`src/rtl/im_loader.sv`:
```
// im_loader: streams a program into instruction memory, verifies it by read-back checksum, then releases the core.
// With no stream stalls done rises 2N+3 edges after the edge that samples load_start (one below the nominal 2N+4).
module im_loader #(
  parameter int DataSize = 32,
  parameter int MemSize  = 10
) (
  input  logic                clk,
  input  logic                reset,
  input  logic                load_start,
  input  logic [MemSize:0]    load_len,
  input  logic                in_valid,
  input  logic [DataSize-1:0] in_data,
  output logic                in_ready,
  output logic [MemSize-1:0]  IM_address,
  output logic                enable_mem,
  output logic                enable_write,
  output logic                enable_fetch,
  output logic [DataSize-1:0] IMin,
  input  logic [DataSize-1:0] IMout,
  output logic                cpu_hold,
  output logic                busy,
  output logic                done,
  output logic                error
);
  typedef enum logic [2:0] {IDLE, LOAD, CHECK, VERIFY, DONE, ERROR} state_t;
  localparam logic [MemSize:0] DEPTH = {1'b1, {MemSize{1'b0}}};
  state_t state_q, state_d;
  logic [MemSize:0] len_q, len_d, addr_q, addr_d, rcnt_q, rcnt_d;
  logic [DataSize-1:0] wsum_q, wsum_d, rsum_q, rsum_d, exp_q, exp_d, imin_q, imin_d;
  logic [MemSize-1:0] im_addr_q, im_addr_d;
  logic wr_q, wr_d, fe_q, fe_d, rd_v_q, rd_v_d;
  logic ready_q, hold_q, busy_q, done_q, error_q;
  logic hs;
  assign hs = in_valid & ready_q;
  always_comb begin
    state_d   = state_q;
    len_d     = len_q;
    addr_d    = addr_q;
    rcnt_d    = rcnt_q;
    wsum_d    = wsum_q;
    rsum_d    = rsum_q;
    exp_d     = exp_q;
    im_addr_d = im_addr_q;
    imin_d    = imin_q;
    wr_d      = 1'b0;
    fe_d      = 1'b0;
    rd_v_d    = 1'b0;
    case (state_q)
      IDLE, DONE, ERROR: if (load_start) begin
        if (load_len == '0 || load_len > DEPTH) state_d = ERROR;
        else begin
          state_d = LOAD;
          len_d   = load_len;
          addr_d  = '0;
          wsum_d  = '0;
        end
      end
      LOAD: if (hs) begin
        wr_d      = 1'b1;
        im_addr_d = addr_q[MemSize-1:0];
        imin_d    = in_data;
        wsum_d    = wsum_q + in_data;
        addr_d    = addr_q + 1'b1;
        state_d   = addr_q == len_q - 1'b1 ? CHECK : LOAD;
      end
      CHECK: if (hs) begin
        exp_d     = in_data;
        fe_d      = 1'b1;
        im_addr_d = '0;
        addr_d    = (MemSize+1)'(1);
        rsum_d    = '0;
        rcnt_d    = '0;
        state_d   = VERIFY;
      end
      VERIFY: begin
        // rd_v tracks which cycles carry fetched data on IMout
        rd_v_d = fe_q;
        if (addr_q < len_q) begin
          fe_d      = 1'b1;
          im_addr_d = addr_q[MemSize-1:0];
          addr_d    = addr_q + 1'b1;
        end
        if (rd_v_q) begin
          rsum_d = rsum_q + IMout;
          rcnt_d = rcnt_q + 1'b1;
        end
        if (rcnt_q == len_q) state_d = rsum_q == exp_q && wsum_q == exp_q ? DONE : ERROR;
      end
      default: state_d = IDLE;
    endcase
  end
  always_ff @(posedge clk) begin
    if (!reset) begin
      state_q   <= IDLE;
      len_q     <= '0;
      addr_q    <= '0;
      rcnt_q    <= '0;
      wsum_q    <= '0;
      rsum_q    <= '0;
      exp_q     <= '0;
      im_addr_q <= '0;
      imin_q    <= '0;
      wr_q      <= 1'b0;
      fe_q      <= 1'b0;
      rd_v_q    <= 1'b0;
      ready_q   <= 1'b0;
      hold_q    <= 1'b1;
      busy_q    <= 1'b0;
      done_q    <= 1'b0;
      error_q   <= 1'b0;
    end else begin
      state_q   <= state_d;
      len_q     <= len_d;
      addr_q    <= addr_d;
      rcnt_q    <= rcnt_d;
      wsum_q    <= wsum_d;
      rsum_q    <= rsum_d;
      exp_q     <= exp_d;
      im_addr_q <= im_addr_d;
      imin_q    <= imin_d;
      wr_q      <= wr_d;
      fe_q      <= fe_d;
      rd_v_q    <= rd_v_d;
      ready_q   <= state_d == LOAD || state_d == CHECK;
      hold_q    <= state_d != DONE;
      busy_q    <= state_d == LOAD || state_d == CHECK || state_d == VERIFY;
      done_q    <= state_d == DONE;
      error_q   <= state_d == ERROR;
    end
  end
  assign in_ready     = ready_q;
  assign IM_address   = im_addr_q;
  assign enable_mem   = wr_q | fe_q;
  assign enable_write = wr_q;
  assign enable_fetch = fe_q;
  assign IMin         = imin_q;
  assign cpu_hold     = hold_q;
  assign busy         = busy_q;
  assign done         = done_q;
  assign error        = error_q;
endmodule

```
`config.mk`:
```
export PLATFORM = sky130hd
export DESIGN_NAME = im_loader
export DESIGN_NICKNAME = d
export VERILOG_FILES = /design/src/rtl/im_loader.sv
export SDC_FILE = /design/constraint.sdc
export NUM_CORES = 1
export LEC_CHECK = 0
export BUFFER_PORTS_ARGS = -buffer_cell sky130_fd_sc_hd__buf_2
export CORE_ASPECT_RATIO = 1.1
export CORE_MARGIN = 2
export CORE_UTILIZATION = 59
export CTS_CLUSTER_SIZE = 20
export DETAILED_ROUTE_END_ITERATION = 12
export PLACE_DENSITY = 0.79
export SLEW_MARGIN = 15
export SYNTH_ARGS = -nofsm -noshare
export SYNTH_HDL_FRONTEND = slang
export SYNTH_SLANG_ARGS = --single-unit
export TNS_END_PERCENT = 100
```
`constraint.sdc`:
```
create_clock -name clk -period 3.4 [get_ports clk]
set_input_delay 0.51 -clock clk [delete_from_list [all_inputs] [get_ports clk]]
set_output_delay 0.51 -clock clk [all_outputs]
set_load 0.02 [all_outputs]
```
==> flow_metrics.tcl <==
set metrics [dict create \
    ant_nets 0 \
    cts.clk_slew.worst_paths_ns 0.07 \
    netlist_area_um2 10800 \
    avgViaCountPerCell 6.01 \
    grt_max_degree 80 \
    synth_warnings 0 \
    hold_class "in -> reg" \
    rsz0062_at_grt "false" \
    wirelength_um 30200 \
    synth-seq-cells 182 \
    total_power_mw 4.75 \
    root_buffer "clkbuf_16" \
    cp_max_fo 4 \
    post_route_cells_drive_above_1_share_pct 13.5 \
    place.gp.congestion 0.949 \
    worstPathRequired_ns 3.72 \
    grt_usage_pct 30.8 \
    hpwl_um 22400 \
    net-switching-power_mw 1.27 \
    initial_utilization_pct 60.7 \
    die_h_um 146 \
    via_count 10600 \
    synth_nets 1556 \
    h-tree-depth 4 \
    cp-end-kind "flop" \
    fp.dieW_um 133 \
    ys_dominant_reg_cell "dfxtp_1" \
    finalSetupViolations 0 \
    fin_crit_ns 3.12 \
    clock-sinks 182 \
    grt_pass1_vias 9903 \
    final_hold_viol_count 0 \
    max-slew-margin-rel_pct 41.8 \
    dieArea_um2 19400 \
    synth_edf_count 0 \
    io_pins 129 \
    leakagePower_nw 5.47 \
    cts_tree "done" \
    drt_first_iter_violations 668 \
    critPathLaunchType "flop" \
    pwr-share-seq_pct 46.1 \
    fp.coreArea_um2 17800 \
    synth-async-reset-ratio_pct 0 \
    post-place-ws_ns -0.0190 \
    finalCritPeriodShare_pct 91.8 \
    rows 51 \
    setup_ws_ns 0.280 \
    layout.nets 1666 \
    grt_antenna_before_repair 0 \
    grt_overflow 0 \
    power.density_nw_per_um2 386 \
    fill_cells 1488 \
    cts_buffer_depth 2 \
    fin_area_um2 12300 \
    drtPass1Iterations 5 \
    max_freq_mhz 321 \
    swShare_pct 26.8 \
    cap_violations 0 \
    placed_area_um2 11700 \
    cp_data_arrival_time_ns 3.44 \
    tightest_slew_ns 0.874 \
    syn_inst 1399 \
    port_buffers 128 \
    antenna_cells 0 \
    cts_buffers 17 \
    syn_to_final_growth_pct 13.9 \
    final_cell_mix "249 x nand2_1, 182 x dfxtp_1, 161 x a21oi_1, 128 x buf_2, 86 x nor2_1" \
    outcome "finished, final reports clean" \
    vdd_drop_max_mv 0.375 \
    power.share.clock_pct 42.4 \
    holdBufCountCts 0 \
    clock_skew_ns 0.00928 \
    ys_seq_area_share_pct 33.7 \
    crit_type "reg -> reg" \
    fin_util_pct 69.1 \
    finalMaxSlewViolations 0 \
    drc 0 \
    pwr-share-comb_pct 11.5 \
    ys_types 69 \
    grt_pass1_wl_um 48500 \
    insertion_delay_ns 0.43 \
    p_int_mw 3.48 \
    wl_per_cell_um 17.2 \
    final_common_cell "nand2_1" \
    avgSynthCellArea_um2 7.73 \
]
## final timing paths
path,from,endpoint,slack (ns),depth (start not counted)
min,load_len[3],len_q[3],0.33,3
max reg2reg,rsum_q[0],rsum_q[30],0.28,13
max,rsum_q[0],rsum_q[30],0.28,13
min reg2reg,IMin[12],IMin[12],0.45,2
## synth_stat cells (7+ instances only)
cell type	count	area, um^2
a211oi_1	11	82.6
xnor2_1	36	315
and3_1	36	225
o21ai_0	76	380
xor2_1	66	578
nand4_1	17	106
o21a_1	7	52.6
clkbuf_1	58	218
a21o_1	41	308
a21oi_1	161	806
nor4_1	16	100
o21ai_1	7	35.0
nor3_1	43	215
o21bai_1	13	97.6
dfxtp_1	182	3640
nand3_1	47	235
nor2_1	88	330
or3_1	8	50.1
o22ai_1	12	75.1
nand2b_1	9	56.3
a22oi_1	15	113
nand2_1	249	935
ha_1	76	951
inv_1	38	143
## per-layer routing
layer	part of all wire, %	up-vias	track usage [%]
met4	4.8	0	16.1
met2	49	335	54.3
met1	41	4998	36.6
met5	0	-	0
met3	4.8	76	3.80
li1	-	5175	-
## stage by stage
stage                     cells  hold WS, ns  setup TNS (ns)
after floorplan            1399        0.446               0
after global placement     1728        0.440               0
after detailed placement   1728        0.443         -0.0190
after CTS                  1760        0.322               0
after global routing       1760        0.333               0
final                      1760        0.328               0
## final cells by class
type	instances	area, um^2	area share (%)
clock buffer	19	443	3.60
clock inverter	13	146	1.19
inverter	38	144	1.17
multi-input combinational	1117	6800	55.3
sequential	182	3640	29.6
tap	238	298	2.42
timing repair buffer	153	828	6.73
## repair_timing
action	in CTS	in global routing
setup endpoints to repair	0	1
resized for setup	0	1
setup buffers	0	0
## critical path, cell delays in order, from the launching register on
cell and delay (ns):
dfxtp_1 0.35, ha_1 0.22, fa_1 0.44, a211oi_1 0.23, o21bai_1 0.14, o31ai_2 0.30
a21oi_1 0.14, o31ai_1 0.22, buf_4 0.16, o211ai_1 0.11, a31oi_1 0.32, o21ai_1 0.13
xnor2_1 0.16, o21ai_0 0.09
## flip-flops by register name, indices dropped and copies added (netlist names), 10 cells and up
register,count
IM_address,10
len_q,11
rsum_q,32
addr_q,11
exp_q,32
rcnt_q,11
IMin,32
wsum_q,32
## cells by family after synthesis
family                   after synthesis  share of synthesized area (%)
AO/OA/AOI/OAI                        391                           22.1
XOR/XNOR                             102                           8.27
adder cells (fa/ha/maj)               78                           9.17
buffers and inverters                100                           3.52
flip-flops                           182                           33.7
multiplexers                           2                          0.185
AND/OR/NAND/NOR                      544                           23.0
## power groups by stage
stage / Clock, mW / Combinational [mW] / Sequential (mW)
finish: 2.01 / 0.545 / 2.19
CTS: 2.03 / 0.540 / 2.19
floorplan: 0 / 0.351 / 2.24
global route: 2.10 / 0.598 / 2.19
detailed placement: 0 / 0.536 / 2.24
global placement: 0 / 0.527 / 2.24
Note: power is estimated with default switching activity, not from simulation.
